[src/rtl/cop0_exc_ctrl_if.sv]
// Pipeline/COP0 side signals of the exception sequencer.
// The master modport is the pipeline and COP0 side; the slave modport is cop0_exc_ctrl.
interface cop0_exc_ctrl_if;
  logic [6:0]  iIrq;
  logic [6:0]  iIrqAck;
  logic [7:0]  oPendingInterrupt;
  logic [7:0]  iInterruptMask;
  logic        iExcLevel;
  logic        iInstrValid;
  logic [31:0] iPC;
  logic        iInBranchDelay;
  logic        iOverflow;
  logic        iSyscall;
  logic        iBreak;
  logic        iReservedInstr;
  logic        iAddrErrLoad;
  logic        iAddrErrStore;
  logic        iEretInstr;
  logic        oInstrKill;
  logic        oExcOccurred;
  logic [4:0]  oExcCode;
  logic        oBranchDelay;
  logic [31:0] oEPC;
  logic        oPCRedirect;
  logic [31:0] oPCTarget;
  logic        oEret;

  modport master (
    output iIrq, iIrqAck, iInterruptMask, iExcLevel, iInstrValid, iPC, iInBranchDelay,
           iOverflow, iSyscall, iBreak, iReservedInstr, iAddrErrLoad, iAddrErrStore, iEretInstr,
    input  oPendingInterrupt, oInstrKill, oExcOccurred, oExcCode, oBranchDelay, oEPC,
           oPCRedirect, oPCTarget, oEret
  );

  modport slave (
    input  iIrq, iIrqAck, iInterruptMask, iExcLevel, iInstrValid, iPC, iInBranchDelay,
           iOverflow, iSyscall, iBreak, iReservedInstr, iAddrErrLoad, iAddrErrStore, iEretInstr,
    output oPendingInterrupt, oInstrKill, oExcOccurred, oExcCode, oBranchDelay, oEPC,
           oPCRedirect, oPCTarget, oEret
  );
endinterface

[src/rtl/cop0_exc_ctrl.sv]
// Exception/interrupt sequencer for COP0: IRQ synchronization and pending latch,
// synchronous-exception prioritization, trap strobe, handler redirect and ERET.
module cop0_exc_ctrl #(
  parameter logic [31:0] HANDLER_ADDR    = 32'h8000_0180,
  parameter int          IRQ_SYNC_STAGES = 2
) (
  input logic           iCLK,
  input logic           iCLR,
  cop0_exc_ctrl_if.slave bus
);

  typedef enum logic [1:0] {RUN, TRAP, HANDLER} state_t;

  logic [IRQ_SYNC_STAGES-1:0][6:0] sync_q, sync_d;
  logic [6:0]  prev_q, prev_d;
  logic [6:0]  pending_q, pending_d;
  state_t      state_q, state_d;
  logic [4:0]  code_q, code_d;
  logic        bd_q, bd_d;
  logic [31:0] epc_q, epc_d;

  logic        sync_exc;
  logic        sys_or_bp;
  logic [4:0]  sync_code;
  logic        int_req;
  logic        eret_as_ri;

  always_ff @(posedge iCLK or posedge iCLR) begin
    if (iCLR) begin
      sync_q    <= '0;
      prev_q    <= '0;
      pending_q <= '0;
      state_q   <= RUN;
      code_q    <= '0;
      bd_q      <= 1'b0;
      epc_q     <= '0;
    end else begin
      sync_q    <= sync_d;
      prev_q    <= prev_d;
      pending_q <= pending_d;
      state_q   <= state_d;
      code_q    <= code_d;
      bd_q      <= bd_d;
      epc_q     <= epc_d;
    end
  end

  // Rising edge of the synchronized line sets pending; a same-cycle ack loses.
  always_comb begin
    sync_d    = {sync_q[IRQ_SYNC_STAGES-2:0], bus.iIrq};
    prev_d    = sync_q[IRQ_SYNC_STAGES-1];
    pending_d = (pending_q & ~bus.iIrqAck) | (sync_q[IRQ_SYNC_STAGES-1] & ~prev_q);
  end

  assign bus.oPendingInterrupt = {1'b0, pending_q};

  assign eret_as_ri = bus.iEretInstr & (state_q != HANDLER);
  assign int_req    = (|bus.iInterruptMask) & ~bus.iExcLevel;

  always_comb begin
    sync_exc  = 1'b1;
    sys_or_bp = 1'b0;
    sync_code = 5'd0;
    if (bus.iAddrErrLoad)                         sync_code = 5'd4;
    else if (bus.iReservedInstr || eret_as_ri)    sync_code = 5'd10;
    else if (bus.iSyscall) begin                  sync_code = 5'd8;  sys_or_bp = 1'b1; end
    else if (bus.iBreak) begin                    sync_code = 5'd9;  sys_or_bp = 1'b1; end
    else if (bus.iOverflow)                       sync_code = 5'd12;
    else if (bus.iAddrErrStore)                   sync_code = 5'd5;
    else                                          sync_exc  = 1'b0;
  end

  always_comb begin
    state_d          = state_q;
    code_d           = code_q;
    bd_d             = bd_q;
    epc_d            = epc_q;
    bus.oInstrKill   = 1'b0;
    bus.oExcOccurred = 1'b0;
    bus.oExcCode     = 5'd0;
    bus.oBranchDelay = 1'b0;
    bus.oEPC         = 32'd0;
    bus.oPCRedirect  = 1'b0;
    bus.oPCTarget    = 32'd0;
    bus.oEret        = 1'b0;
    case (state_q)
      RUN: begin
        if (bus.iInstrValid && (sync_exc || int_req)) begin
          bus.oInstrKill = 1'b1;
          code_d  = sync_exc ? sync_code : 5'd0;
          bd_d    = bus.iInBranchDelay;
          // Sys/Bp resume after the trapping instruction; everything else re-executes it.
          epc_d   = (!bus.iInBranchDelay && sys_or_bp) ? bus.iPC : bus.iPC - 32'd4;
          state_d = TRAP;
        end
      end
      TRAP: begin
        bus.oExcOccurred = 1'b1;
        bus.oExcCode     = code_q;
        bus.oBranchDelay = bd_q;
        bus.oEPC         = epc_q;
        bus.oPCRedirect  = 1'b1;
        bus.oPCTarget    = HANDLER_ADDR;
        bus.oInstrKill   = 1'b1;
        state_d          = HANDLER;
      end
      HANDLER: begin
        // Nested exceptions re-enter the handler without touching EPC/BD in COP0.
        if (bus.iInstrValid && sync_exc) begin
          bus.oInstrKill  = 1'b1;
          bus.oPCRedirect = 1'b1;
          bus.oPCTarget   = HANDLER_ADDR;
        end else if (bus.iInstrValid && bus.iEretInstr) begin
          bus.oEret = 1'b1;
          state_d   = RUN;
        end
      end
      default: state_d = RUN;
    endcase
  end

endmodule

[src/flat_wrapper.sv]
// flat-port wrapper written by rule: the top's interface ports become plain ports
module cop0_exc_ctrl_flat 
#(
  parameter logic [31:0] HANDLER_ADDR    = 32'h8000_0180,
  parameter int          IRQ_SYNC_STAGES = 2
)
  (iCLK, iCLR, bus_iIrq, bus_iIrqAck, bus_iInterruptMask, bus_iExcLevel, bus_iInstrValid, bus_iPC, bus_iInBranchDelay, bus_iOverflow, bus_iSyscall, bus_iBreak, bus_iReservedInstr, bus_iAddrErrLoad, bus_iAddrErrStore, bus_iEretInstr, bus_oPendingInterrupt, bus_oInstrKill, bus_oExcOccurred, bus_oExcCode, bus_oBranchDelay, bus_oEPC, bus_oPCRedirect, bus_oPCTarget, bus_oEret);
  cop0_exc_ctrl_if bus_i ();
  input logic iCLK;
  input logic iCLR;
  input wire logic [$bits(bus_i.iIrq)-1:0] bus_iIrq;
  input wire logic [$bits(bus_i.iIrqAck)-1:0] bus_iIrqAck;
  input wire logic [$bits(bus_i.iInterruptMask)-1:0] bus_iInterruptMask;
  input wire logic [$bits(bus_i.iExcLevel)-1:0] bus_iExcLevel;
  input wire logic [$bits(bus_i.iInstrValid)-1:0] bus_iInstrValid;
  input wire logic [$bits(bus_i.iPC)-1:0] bus_iPC;
  input wire logic [$bits(bus_i.iInBranchDelay)-1:0] bus_iInBranchDelay;
  input wire logic [$bits(bus_i.iOverflow)-1:0] bus_iOverflow;
  input wire logic [$bits(bus_i.iSyscall)-1:0] bus_iSyscall;
  input wire logic [$bits(bus_i.iBreak)-1:0] bus_iBreak;
  input wire logic [$bits(bus_i.iReservedInstr)-1:0] bus_iReservedInstr;
  input wire logic [$bits(bus_i.iAddrErrLoad)-1:0] bus_iAddrErrLoad;
  input wire logic [$bits(bus_i.iAddrErrStore)-1:0] bus_iAddrErrStore;
  input wire logic [$bits(bus_i.iEretInstr)-1:0] bus_iEretInstr;
  output wire logic [$bits(bus_i.oPendingInterrupt)-1:0] bus_oPendingInterrupt;
  output wire logic [$bits(bus_i.oInstrKill)-1:0] bus_oInstrKill;
  output wire logic [$bits(bus_i.oExcOccurred)-1:0] bus_oExcOccurred;
  output wire logic [$bits(bus_i.oExcCode)-1:0] bus_oExcCode;
  output wire logic [$bits(bus_i.oBranchDelay)-1:0] bus_oBranchDelay;
  output wire logic [$bits(bus_i.oEPC)-1:0] bus_oEPC;
  output wire logic [$bits(bus_i.oPCRedirect)-1:0] bus_oPCRedirect;
  output wire logic [$bits(bus_i.oPCTarget)-1:0] bus_oPCTarget;
  output wire logic [$bits(bus_i.oEret)-1:0] bus_oEret;
  assign bus_i.iIrq = bus_iIrq;
  assign bus_i.iIrqAck = bus_iIrqAck;
  assign bus_i.iInterruptMask = bus_iInterruptMask;
  assign bus_i.iExcLevel = bus_iExcLevel;
  assign bus_i.iInstrValid = bus_iInstrValid;
  assign bus_i.iPC = bus_iPC;
  assign bus_i.iInBranchDelay = bus_iInBranchDelay;
  assign bus_i.iOverflow = bus_iOverflow;
  assign bus_i.iSyscall = bus_iSyscall;
  assign bus_i.iBreak = bus_iBreak;
  assign bus_i.iReservedInstr = bus_iReservedInstr;
  assign bus_i.iAddrErrLoad = bus_iAddrErrLoad;
  assign bus_i.iAddrErrStore = bus_iAddrErrStore;
  assign bus_i.iEretInstr = bus_iEretInstr;
  assign bus_oPendingInterrupt = bus_i.oPendingInterrupt;
  assign bus_oInstrKill = bus_i.oInstrKill;
  assign bus_oExcOccurred = bus_i.oExcOccurred;
  assign bus_oExcCode = bus_i.oExcCode;
  assign bus_oBranchDelay = bus_i.oBranchDelay;
  assign bus_oEPC = bus_i.oEPC;
  assign bus_oPCRedirect = bus_i.oPCRedirect;
  assign bus_oPCTarget = bus_i.oPCTarget;
  assign bus_oEret = bus_i.oEret;
  cop0_exc_ctrl #(.HANDLER_ADDR(HANDLER_ADDR), .IRQ_SYNC_STAGES(IRQ_SYNC_STAGES)) u_core (.iCLK(iCLK), .iCLR(iCLR), .bus(bus_i));
endmodule
[config.mk]
export PLATFORM = sky130hd
export DESIGN_NAME = cop0_exc_ctrl_flat
export DESIGN_NICKNAME = d
export VERILOG_FILES = /design/src/rtl/cop0_exc_ctrl_if.sv /design/src/rtl/cop0_exc_ctrl.sv /design/src/flat_wrapper.sv
export SDC_FILE = /design/constraint.sdc
export NUM_CORES = 1
export LEC_CHECK = 0
export ABC_AREA = 1
export ABC_CLOCK_PERIOD_IN_PS = 1700
export CAP_MARGIN = 20
export CORE_MARGIN = 2
export CORE_UTILIZATION = 43
export CTS_BUF_LIST = sky130_fd_sc_hd__clkbuf_4
export CTS_CLUSTER_SIZE = 24
export DETAILED_ROUTE_END_ITERATION = 6
export PLACE_DENSITY = 0.86
export SYNTH_ARGS = -nofsm -noshare
export SYNTH_HDL_FRONTEND = slang
export SYNTH_SLANG_ARGS = --single-unit
export TNS_END_PERCENT = 100
[constraint.sdc]
create_clock -name iCLK -period 1.7 [get_ports iCLK]
set_input_delay 0.17 -clock iCLK [delete_from_list [all_inputs] [get_ports iCLK]]
set_output_delay 0.17 -clock iCLK [all_outputs]
set_load 0.02 [all_outputs]
==> results <==
-- sequential cells by signal (all words and copies together), names as in the netlist --
name,count
u_core.epc_q,32
u_core.pending_q,7
u_core.prev_d,7
u_core.prev_q,7
u_core.sync_d,7
u_core.code_q,4
u_core.state_q,2
u_core.bd_q,1
-- cell usage after synthesis (all sizes together) --
cell and number:
nand2 188, inv 100, nor2 68, dfrtp 67, buf 43, nand3 40
o21ai 25, xor2 9, o22ai 7, ha 5, nand4 5, o21bai 5
a21oi 3, clkbuf 3, nor3 2, and2 1, conb 1, o31ai 1
or2 1, xnor2 1
-- cells in the final DEF, fill, tap and decap left out, types with 3 or more instances in the layout --
cell type        Yosys  routed
nand2_1            145     140
inv_1               98      88
clkdlybuf4s50_1      0      72
buf_4               37      67
dfrtp_1             67      67
nor2_1              62      60
buf_6                0      55
nand2_2             41      44
conb_1               1      31
nand3_1             38      28
o21ai_2             14      13
buf_12               5      12
buf_16               0      11
nand3_2              2      10
inv_2                2       9
o21ai_0              9       9
clkbuf_4             0       9
o22ai_1              7       7
xor2_1               9       7
nand4_1              5       5
nor2_2               5       5
o21bai_1             5       5
nand2_4              1       4
bufinv_16            0       4
nor2_4               1       3
a21oi_4              1       3
-- cells by family (layout without fill, tap and decap cells) --
| family | after synthesis | in the layout | synth area share (%) |
|---|---|---|---|
| AO/OA/AOI/OAI | 41 | 42 | 7.20 |
| XOR/XNOR | 10 | 10 | 2.05 |
| adder cells (fa/ha/maj) | 5 | 5 | 1.46 |
| buffers and inverters | 146 | 334 | 18.0 |
| flip-flops | 67 | 67 | 39.2 |
| other | 1 | 31 | 0.0877 |
| AND/OR/NAND/NOR | 305 | 306 | 32.1 |
-- final timing paths --
path                                       end  slack [ns]  cells after the start
max                             bus_oInstrKill       -0.48                     11
min                          u_core.sync_d[11]        0.15                      1
max reg2reg                    u_core.epc_q[4]       -0.34                     14
min reg2reg                   u_core.prev_d[1]        0.36                      0
max in group asynchronous     u_core.epc_q[11]        1.22                      3
min in group asynchronous  u_core.pending_q[4]        0.17                      3
-- layer usage --
layer	up-vias	track usage [%]	wire length, µm	part of all wire, %
met1	2057	31.0	5940	40
met5	-	0	0	0
li1	2112	-	-	-
met2	170	46.5	7580	51
met3	37	5.73	891	6.0
met4	0	9.85	476	3.2
-- report_power, final --
part | leakage [nW] | switching [W] | internal [W]
logic | 2.68 | 0.00275 | 0.00301
clock network | 0.103 | 0.000623 | 0.000889
registers | 0.813 | 0.000351 | 0.00207
-- layout make-up --
cell class                      instances  area, µm²
Fill cell                             730       2720
Timing Repair Buffer                  219       2440
Multi-Input combinational cell        394       2140
Sequential cell                        67       1680
Inverter                              100        384
Tap cell                              133        166
Clock inverter                          6        136
Clock buffer                            9       67.6
-- timing repair --
| item | in CTS | in global routing |
|---|---|---|
| gates cloned | 12 | 2 |
| gates resized for setup | 292 | 46 |
| hold buffers | 0 | 0 |
| hold endpoints to repair | 0 | 0 |
| setup buffers | 22 | 7 |
| pin swaps | 7 | 7 |
| setup endpoints to repair | 83 | 83 |
-- through the flow --
stage	hold WS, ns	TNS (ns)	utilization (%)	cell area [µm²]	setup slack [ns]
after CTS	0.126	-13.94	69.4	6750	-0.405
final	0.153	-21.78	72.1	7010	-0.481
after global routing	0.130	-27.15	72.1	7010	-0.555
after floorplan	0.201	-0.0354	-	4410	-0.0118
after detailed placement	0.335	-23.55	60.2	5850	-0.423
after global placement	0.332	-20.22	60.2	5850	-0.403
==> impl_metrics.env <==
export IMPL_outcome="complete, but fails checks"
export IMPL_violations="setup timing"
export IMPL_drcViolationCount=0
export IMPL_grt_pass1_wl_um=22000
export IMPL_gp_congestion=0.896
export IMPL_antenna_found_initial=0
export IMPL_vias_per_cell=4.72
export IMPL_fp_dieArea_um2=10800
export IMPL_period_minus_slack_ns=2.18
export IMPL_dp_cells=871
export IMPL_crit_path_frequent_cell="nand2_4"
export IMPL_yosys_cell_types_count=34
export IMPL_n_antenna_cell=0
export IMPL_drt_pre_antenna_iters=4
export IMPL_crit_buf_inv=4
export IMPL_ys_seq_area_share_pct=39.2
export IMPL_yosys_area_top_type_share_pct=39.2
export IMPL_ir_worst_vdd_uv=811
export IMPL_synth_top_area_cell="dfrtp_1"
export IMPL_cp_max_fo=2
export IMPL_grt_pass1_vias=4434
export IMPL_clk_pin_slew_worst_paths_ns=0.12
export IMPL_grt_overflow=0
export IMPL_fin_crit_sh_pct=128
export IMPL_htree_levels=3
export IMPL_insertion_delay_ns=0.44
export IMPL_syn_to_final_growth_pct=64.0
export IMPL_io_buffers=116
export IMPL_crit_type="reg2out"
export IMPL_place_hpwl_um=8750
export IMPL_stdcell_count=928
export IMPL_syn_inst=575
export IMPL_p_leak_nw=3.60
export IMPL_cp_startpoint="u_core.state_q[0]"
export IMPL_rows=36
export IMPL_powerDensity_nw_per_um2=1380
export IMPL_path_delay_family="flip-flops"
export IMPL_ios=148
export IMPL_die_h_um=104
export IMPL_required_ns=1.53
export IMPL_synth_area_leaders="dfrtp_1 (39%), nand2_1 (13%), inv_1 (8.6%)"
export IMPL_drive_gt1_share_pct=33.7
export IMPL_final_net_count=862
export IMPL_cp_cell_sequence="inv_2 > ha_4 > inv_4 > nand2_4 > nand3_4 > buf_4 > o21ai_4 > nand2_4 > nand2_8 > a21oi_2 > buf_6"
export IMPL_grt_max_degree=68
export IMPL_fin_skew_ns=0.0117
export IMPL_ys_warn_count=0
export IMPL_netlist_area_um2=4280
export IMPL_synth_area_per_cell_um2=7.44
export IMPL_max_cap_violations=0
export IMPL_cts_buffer_depth=2
export IMPL_wl_um=14900
export IMPL_clock_root_buffer="clkbuf_4"
export IMPL_min_from="bus_iIrq[4]"
export IMPL_fmax_mhz=458
export IMPL_grt_usage_pct=26.2
export IMPL_slowest_delay_ns=0.44
export IMPL_slowest_stage="dfrtp_1"
export IMPL_avgRoutedWirePerCell_um=16.0
export IMPL_power_w=0.00970
export IMPL_cts_tree="yes"
export IMPL_drt_initial_drc_count=240
export IMPL_fin_ws_ns=-0.481
export IMPL_rsz0062_at_grt="yes"
export IMPL_ant_nets=0
export IMPL_ys_seq_elements=67
export IMPL_via_count=4376
export IMPL_die_w_um=104
export IMPL_clock_sinks=67
export IMPL_core_area_um2=9730
export IMPL_r2r_start="u_core.state_q[0]"
export IMPL_drv_slew=0
export IMPL_setup_viol=83
export IMPL_cts_buffers=9
export IMPL_crit_arrival_ns=2.01
export IMPL_endpoint_kind="output port"
export IMPL_worstHoldPathType="in2reg"
export IMPL_startpoint_type="flop"
export IMPL_finalHoldViolCount=0
export IMPL_initial_core_util_pct=44.0
No activity file was read; power rests on OpenSTA's default activity.
